`config.mk`:
```
export PLATFORM = sky130hd
export DESIGN_NAME = rnbip_ctrl_seq
export DESIGN_NICKNAME = d
export VERILOG_FILES = /design/src/rtl/rnbip_pkg.sv /design/src/rtl/rnbip_decode.sv /design/src/rtl/rnbip_ctrl_seq.sv
export SDC_FILE = /design/constraint.sdc
export NUM_CORES = 1
export LEC_CHECK = 0
export ABC_CLOCK_PERIOD_IN_PS = 3200
export CAP_MARGIN = 20
export CORE_ASPECT_RATIO = 1.5
export CORE_MARGIN = 4
export CORE_UTILIZATION = 40
export DETAILED_ROUTE_END_ITERATION = 6
export MAX_ROUTING_LAYER = met4
export PLACE_DENSITY = 0.74
export SYNTH_ARGS = -nofsm -noshare
export SYNTH_HDL_FRONTEND = slang
export SYNTH_SLANG_ARGS = --single-unit
```
`constraint.sdc`:
```
create_clock -name clk -period 3.2 [get_ports clk]
set_clock_uncertainty 0.15 [all_clocks]
set_input_delay 0.8 -clock clk [delete_from_list [all_inputs] [get_ports clk]]
set_output_delay 0.8 -clock clk [all_outputs]
set_load 0.1 [all_outputs]
```
`src/rtl/rnbip_pkg.sv`:
```
// Shared encodings for the RNBIP-2 datapath: opcodes, regfile controls, ALU ops
// and the sequencer state type.
package rnbip_pkg;

  localparam logic [3:0] OP_NOP    = 4'h0;
  localparam logic [3:0] OP_MOV_RN = 4'h1;
  localparam logic [3:0] OP_MOV_R0 = 4'h2;
  localparam logic [3:0] OP_MVI    = 4'h3;
  localparam logic [3:0] OP_ADD    = 4'h4;
  localparam logic [3:0] OP_SUB    = 4'h5;
  localparam logic [3:0] OP_AND    = 4'h6;
  localparam logic [3:0] OP_OR     = 4'h7;
  localparam logic [3:0] OP_XOR    = 4'h8;
  localparam logic [3:0] OP_JMP    = 4'h9;
  localparam logic [3:0] OP_CLR    = 4'hE;
  localparam logic [3:0] OP_HLT    = 4'hF;

  localparam logic [1:0] ENAB_CLR  = 2'b00;
  localparam logic [1:0] ENAB_WR   = 2'b01;
  localparam logic [1:0] ENAB_IDLE = 2'b10;
  localparam logic [1:0] ENAB_RD   = 2'b11;

  localparam logic [2:0] MUX_R0  = 3'b000;
  localparam logic [2:0] MUX_RN  = 3'b001;
  localparam logic [2:0] MUX_OR2 = 3'b010;
  localparam logic [2:0] MUX_ALU = 3'b011;

  localparam logic [2:0] ALU_ADD = 3'b000;
  localparam logic [2:0] ALU_SUB = 3'b001;
  localparam logic [2:0] ALU_AND = 3'b010;
  localparam logic [2:0] ALU_OR  = 3'b011;
  localparam logic [2:0] ALU_XOR = 3'b100;

  typedef enum logic [3:0] {
    ST_INIT,
    ST_FETCH1,
    ST_DECODE,
    ST_FETCH2,
    ST_EXEC,
    ST_READ,
    ST_ALU_WAIT,
    ST_WB,
    ST_HALT
  } state_t;

endpackage

```
`src/rtl/rnbip_decode.sv`:
```
// Combinational opcode classifier: instruction length, ALU class/op and legality.
module rnbip_decode
  import rnbip_pkg::*;
#(
  parameter int unsigned ALU_OP_W = 3
) (
  input  logic [3:0]          opcode,
  output logic                two_byte,
  output logic                is_alu,
  output logic [ALU_OP_W-1:0] alu_op,
  output logic                legal
);

  always_comb begin
    two_byte = 1'b0;
    is_alu   = 1'b0;
    alu_op   = '0;
    legal    = 1'b1;
    case (opcode)
      OP_MVI, OP_JMP: two_byte = 1'b1;
      OP_ADD: begin is_alu = 1'b1; alu_op = ALU_OP_W'(ALU_ADD); end
      OP_SUB: begin is_alu = 1'b1; alu_op = ALU_OP_W'(ALU_SUB); end
      OP_AND: begin is_alu = 1'b1; alu_op = ALU_OP_W'(ALU_AND); end
      OP_OR:  begin is_alu = 1'b1; alu_op = ALU_OP_W'(ALU_OR);  end
      OP_XOR: begin is_alu = 1'b1; alu_op = ALU_OP_W'(ALU_XOR); end
      OP_NOP, OP_MOV_RN, OP_MOV_R0, OP_CLR, OP_HLT: ;
      default: legal = 1'b0;
    endcase
  end

endmodule

```
`src/rtl/rnbip_ctrl_seq.sv`:
```
// RNBIP-2 fetch/decode/execute sequencer: program-memory fetch, PC and OR2
// registers, register-file control and ALU start/done handshake.
module rnbip_ctrl_seq
  import rnbip_pkg::*;
#(
  parameter int unsigned     PC_W     = 8,
  parameter logic [PC_W-1:0] RESET_PC = 8'h00,
  parameter int unsigned     ALU_OP_W = 3
) (
  input  logic                clk,
  input  logic                rst_n,
  input  logic [7:0]          imem_rdata,
  input  logic                imem_ack,
  input  logic                alu_done,
  output logic [PC_W-1:0]     imem_addr,
  output logic                imem_req,
  output logic [7:0]          or2,
  output logic [1:0]          enab,
  output logic [2:0]          mux_sel,
  output logic [2:0]          reg_sel,
  output logic [2:0]          seg,
  output logic [ALU_OP_W-1:0] alu_op,
  output logic                alu_start,
  output logic                halted,
  output logic                illegal
);

  state_t              state_q, state_d;
  logic [PC_W-1:0]     pc_q;
  logic [3:0]          opcode_q;
  logic [2:0]          n_q;
  logic [7:0]          or2_q;
  logic                dec_two_byte, dec_is_alu, dec_legal;
  logic [ALU_OP_W-1:0] dec_alu_op;

  rnbip_decode #(.ALU_OP_W(ALU_OP_W)) u_decode (
    .opcode   (opcode_q),
    .two_byte (dec_two_byte),
    .is_alu   (dec_is_alu),
    .alu_op   (dec_alu_op),
    .legal    (dec_legal)
  );

  always_ff @(posedge clk) begin
    if (!rst_n) begin
      state_q  <= ST_INIT;
      pc_q     <= RESET_PC;
      opcode_q <= '0;
      n_q      <= '0;
      or2_q    <= '0;
    end else begin
      state_q <= state_d;
      case (state_q)
        ST_FETCH1: if (imem_ack) begin
          opcode_q <= imem_rdata[7:4];
          n_q      <= imem_rdata[2:0];
          pc_q     <= pc_q + PC_W'(1);
        end
        ST_FETCH2: if (imem_ack) begin
          or2_q <= imem_rdata;
          pc_q  <= (opcode_q == OP_JMP) ? PC_W'(imem_rdata) : pc_q + PC_W'(1);
        end
        default: ;
      endcase
    end
  end

  always_comb begin
    state_d = state_q;
    case (state_q)
      ST_INIT:     state_d = ST_FETCH1;
      ST_FETCH1:   if (imem_ack) state_d = ST_DECODE;
      ST_DECODE: begin
        if (dec_two_byte)            state_d = ST_FETCH2;
        else if (dec_is_alu)         state_d = ST_READ;
        else if (opcode_q == OP_HLT) state_d = ST_HALT;
        else                         state_d = ST_EXEC;
      end
      ST_FETCH2:   if (imem_ack) state_d = (opcode_q == OP_JMP) ? ST_FETCH1 : ST_EXEC;
      ST_EXEC:     state_d = ST_FETCH1;
      ST_READ:     state_d = ST_ALU_WAIT;
      ST_ALU_WAIT: if (alu_done) state_d = ST_WB;
      ST_WB:       state_d = ST_FETCH1;
      ST_HALT:     state_d = ST_HALT;
      default:     state_d = ST_INIT;
    endcase
  end

  always_comb begin
    enab      = ENAB_IDLE;
    mux_sel   = MUX_R0;
    reg_sel   = '0;
    seg       = '0;
    alu_op    = '0;
    alu_start = 1'b0;
    imem_req  = 1'b0;
    halted    = 1'b0;
    illegal   = 1'b0;
    case (state_q)
      // INIT is held while in reset; the clear shows only in the release cycle.
      ST_INIT:   enab = rst_n ? ENAB_CLR : ENAB_IDLE;
      ST_FETCH1,
      ST_FETCH2: imem_req = 1'b1;
      ST_DECODE: illegal = ~dec_legal;
      ST_EXEC: begin
        case (opcode_q)
          OP_MOV_RN: begin enab = ENAB_WR; seg = n_q; mux_sel = MUX_R0; end
          OP_MOV_R0: begin enab = ENAB_WR; mux_sel = MUX_RN; reg_sel = n_q; end
          OP_MVI:    begin enab = ENAB_WR; seg = n_q; mux_sel = MUX_OR2; end
          OP_CLR:    enab = ENAB_CLR;
          default: ;
        endcase
      end
      ST_READ: begin
        enab      = ENAB_RD;
        seg       = n_q;
        alu_op    = dec_alu_op;
        alu_start = 1'b1;
      end
      ST_WB: begin
        enab    = ENAB_WR;
        mux_sel = MUX_ALU;
      end
      ST_HALT: halted = 1'b1;
      default: ;
    endcase
  end

  assign imem_addr = pc_q;
  assign or2       = or2_q;

endmodule

```
Word level (Yosys, flattened, before mapping)
Cells that the tools add are included. W data, S select, Z words.

Add/subtract/negate cells: 1. Equality and inequality tests: 22. Muxes and demuxes: 30. Bitwise operators: 1. Reduce and logical (&&, ||, !) cells: 14.

Operators with widths (count): $eq A4 B3 Y1 const B (8); $pmux W4 S7 (1); $mux W4 (6); $mux W8 (3); $eq A4 B4 Y1 const B (5); $eq A4 B2 Y1 const B (4); $pmux W8 S2 (1); $mux W3 (5); $pmux W2 S2 (3); $pmux W3 S4 (1); $reduce_or A12 Y1 (1); $add A8 B1 Y8 const B (1); $eq A4 B1 Y1 const B (2); $logic_not A4 Y1 (2); $pmux W2 S4 (1); $mux W1 (7); $ne A2 B2 Y1 const B (3); $pmux W3 S2 (1); $reduce_and A3 Y1 (2); $reduce_or A2 Y1 (3); $reduce_or A3 Y1 (2); $reduce_or A5 Y1 (1); $reduce_and A2 Y1 (2); $mux W2 (1); other kinds (2) (2).

Flip-flop bits (word level): 27. Input port bits: 12. Output and inout bits: 34. Word-level logic and storage cells: 73.

Depth between registers and ports, before layout
Word-level depth: 6. Mapped depth: 7. Mapped depth without buffers: 5.

Hierarchy
Synthesis repeated with hierarchy kept, for this count alone.

Cell total of the unflattened synthesis: 214. Area total of the unflattened synthesis: 1627.8 um^2.

Modules (own cells, without submodules): rnbip_ctrl_seq (instances 1, cells each 205, area each 1555.2 um^2, seq. area each 540.5 um^2); rnbip_decode (instances 1, cells each 9, area each 72.6 um^2, seq. area each 0.0 um^2).

Least setup slack after synthesis
Ideal clock, no wire load.

Path type: register to output. From: register state_q[0]. To: output seg[0]. Data arrival time: 4453 ps. Required time: 2250 ps. Slack: -2203 ps. Stages on the path, launching flop included: 6. Buffers on the path: 1. Path through: dfxtp_1 buf_2 nand2_1 nor3_1 a21oi_1 nor2b_1.

Cells in the longest elaborated chain, start to end: 2. Elaborated cells between the ends (all ways): 3. Classes of those cells: eq/ne: 2; mux: 1.

Ends and longest elaborated chain: start, declared (RTL line rnbip_ctrl_seq.sv:28) `state_t state_q, state_d;`; start signal, assigned (RTL line rnbip_ctrl_seq.sv:52) `state_q <= state_d;`; $eq A4 B3 Y1 (RTL line rnbip_ctrl_seq.sv:99) `case (state_q)`; $pmux W3 S2 * (RTL line rnbip_ctrl_seq.sv:99); end, declared (RTL line rnbip_ctrl_seq.sv:21) `output logic [2:0] seg,`.

Every way passes the cells marked *; elsewhere a longest branch is shown, timed or not.

Final worst setup path
From: input rst_n. To: output enab[1].

Cells in the longest elaborated chain, start to end: 2.

Ends and longest elaborated chain: start, declared (RTL line rnbip_ctrl_seq.sv:11) `input logic rst_n,`; $mux W2 (RTL line rnbip_ctrl_seq.sv:101) `ST_INIT: enab = rst_n ? ENAB_CLR : ENAB_IDLE;`; $pmux W2 S4 (RTL line rnbip_ctrl_seq.sv:99); end, declared (RTL line rnbip_ctrl_seq.sv:18) `output logic [1:0] enab,`.

Every way passes these cells.

==> impl_metrics.toml <==
[logic_synthesis]
synth-edff-count = 0
synth-main-ff-cell = "dfxtp_1"
ys_ff_latch = 27
synth_warnings = 0
ys_types = 44
async_reset_ff_share_pct = 0
ys_seq_area_share_pct = 33.3
synth_nets = 231
syn_inst = 218
syn_area_sq_um = 1620
synth.avg_cell_area_sq_um = 7.45

[global_routing]
track_usage_pct = 17.7
antenna_found_initial = 0
grt_overflow_total = 0
grt_pass1_vias = 1521
grt_pass1_wl_um = 6980
grt_max_degree = 21

[power]
power.leakage_nw = 0.855
power_density_nw_per_um2 = 323
finalPower_uw = 737
irDropWorstVdd_v = 0.000286

[critical_path]
r2r_start = "state_q[3]$_SDFFE_PN0P_"
r2r_end = "imem_addr[0]$_SDFFE_PN0P_"
crit_type = "in2out"
path_max_fanout = 2
rrSetupSlack_ns = 0.93
cp-start-kind = "input port"
arrival_ns = 2.18
worstPathRequired_ns = 2.25
rr_worst_depth = 5
worst_setup_path_end_kind = "output port"

[worst_hold_path]
hold_path.class = "reg2reg"
whs_endpoint = "or2[7]$_SDFFE_PN0P_"
whs_path_depth = 2
min_from = "or2[7]$_SDFFE_PN0P_"

[place]
numPortBuffers = 44
post-dp-hpwl_um = 3240
gp_congestion = 0.812
dp_slack_ns = 0.0660
dp.cells = 296
dpl_cell_area_sq_um = 2230

[timing]
final-hold-violation-count = 0
max_freq_mhz = 320
fin_crit_ns = 3.13
final.setup.tns_ns = 0
finalCritPeriodShare_pct = 97.8
rsz0062_at_grt = "no"
slew_headroom_pct = 56.3
worst_pin_slew_ns = 0.655
worst_slack_ns = 0.0712
final-setup-viol-count = 0
finalMaxSlewViolations = 0

[outcome]
status = "finished clean"

[die]
die_w_um = 60.0
core_area_sq_um = 3920
die_height_um = 86.0
fp-row-count = 28
ios = 46
initial_utilization_pct = 41.4
die_area_sq_um = 5160

[route]
wire_per_inst_um = 14.2
wl_met3_um = 184
ant_nets = 0
wl_met1_um = 1740
totalWireLength_um = 4260
vias = 1657
maxUsedRoutingLayer = "met4"
wl_met2_um = 2230
drt_first_iter_violations = 43
viasPerCell = 5.52
route.detailed.drc = 0
first_pass_iters = 4

[final_layout]
final_nets = 269
final_common_cell = "nand2_1"
mostFrequentLayoutCells = "nand2_1 (29), dfxtp_1 (26), buf_4 (26), a21oi_1 (25), nor2_1 (15)"
syn_to_final_growth_pct = 40.4
final_cell_count_no_fill = 300
drive_gt1_share_pct = 24.3
final_cell_area_sq_um = 2280
diodes = 0

[cts]
clk_latency_ns = 0.27
tritoncts = "yes"
clock_sinks = 27
cts_max_path_buffers = 2
cts_buffers = 3
htreeDepth = 1
cts_root_buf = "clkbuf_8"
clkTransAtPathRegs_ns = 0.08
postCtsHoldBufs = 0
postCtsSetupRepairBufs = 0

[job]
maxCapViolations = 0
-- sequential cells by signal (all words and copies together) (netlist names) --
register   cells
opcode_q       4
or2            8
n_q            3
imem_addr      8
state_q        4
-- worst max-delay path by stage --
stage	start	cells past startpoint	slack [ns]	endpoint
detailed placement	rst_n	5	0.07	enab[1]
floorplan	state_q[0]$_SDFFE_PN0P_	5	-0.35	seg[0]
global route	opcode_q[2]$_SDFFE_PN0P_	5	0.007	mux_sel[0]
CTS	rst_n	5	0.06	enab[1]
finish	rst_n	5	0.07	enab[1]
global placement	rst_n	5	0.07	enab[1]
-- cell usage after synthesis (2+ instances only) --
master | n | share of area [%]
o21ai_0 | 14 | 4.3
or3_1 | 3 | 1.2
nand2_1 | 30 | 6.9
xnor2_1 | 2 | 1.1
nand2b_1 | 5 | 1.9
and4b_1 | 2 | 1.2
clkbuf_1 | 7 | 1.6
nor3_1 | 4 | 1.2
nor4bb_1 | 2 | 1.2
buf_2 | 6 | 1.8
nor2b_1 | 3 | 1.2
a31oi_1 | 5 | 1.9
nor2_1 | 16 | 3.7
o22ai_1 | 7 | 2.7
buf_6 | 3 | 2.1
inv_1 | 6 | 1.4
a21oi_1 | 26 | 8.0
dfxtp_1 | 27 | 33
nor4_1 | 2 | 0.77
nor3b_1 | 3 | 1.4
nand3_1 | 12 | 3.7
or2_2 | 2 | 0.77
nand4bb_1 | 2 | 1.4
mux2i_1 | 7 | 4.3
and2_1 | 3 | 1.2
-- final cells by class --
| cell class | count | area [sq um] |
|---|---|---|
| multi-input combinational | 166 | 1020 |
| clock buffer | 4 | 45.0 |
| sequential | 27 | 542 |
| timing repair buffer | 51 | 586 |
| inverter | 7 | 26.3 |
| fill | 377 | 1640 |
| tap | 45 | 56.3 |
-- report_power, final --
group / internal [mW] / total, mW / switching [mW]
sequential: 0.347 / 0.367 / 0.0206
clock: 0.0892 / 0.192 / 0.103
combinational: 0.0615 / 0.177 / 0.116
-- cells by family (layout without fill, tap and decap cells) --
group | after synthesis | count (layout) | share of synthesized area [%]
fa+ha+maj | 1 | 1 | 0.770
xor+xnor | 3 | 3 | 1.62
simple gates | 95 | 95 | 31.1
mux | 7 | 7 | 4.31
other cells | 1 | 1 | 0.231
flops | 27 | 27 | 33.3
compound gates | 59 | 59 | 20.8
buf+inv | 25 | 62 | 7.86
-- repair_timing --
item                       4_1_cts  5_1_grt
hold endpoints to repair         0        0
setup endpoints to repair        0        4
gates resized for setup          0        2
-- stage by stage --
| stage | hold slack (ns) | util [%] |
|---|---|---|
| after CTS | 0.316 | 57.9 |
| after detailed placement | 0.302 | 56.8 |
| after global placement | 0.300 | 56.8 |
| final | 0.316 | 58.1 |
| after floorplan | 0.307 | - |
| after global routing | 0.339 | 58.1 |
-- routing by layer --
layer,vias up,track usage (%)
met5,-,-
li1,844,-
met1,761,21.1
met2,41,29.3
met4,0,8.06
met3,11,1.66
-- worst max-delay path: stages --
cell and delay [ns]:
clkdlybuf4s50_1 0.48, clkinv_1 0.11, or3_1 0.36, a31o_2 0.26, buf_12 0.16
(Power assumes the default switching activity.)
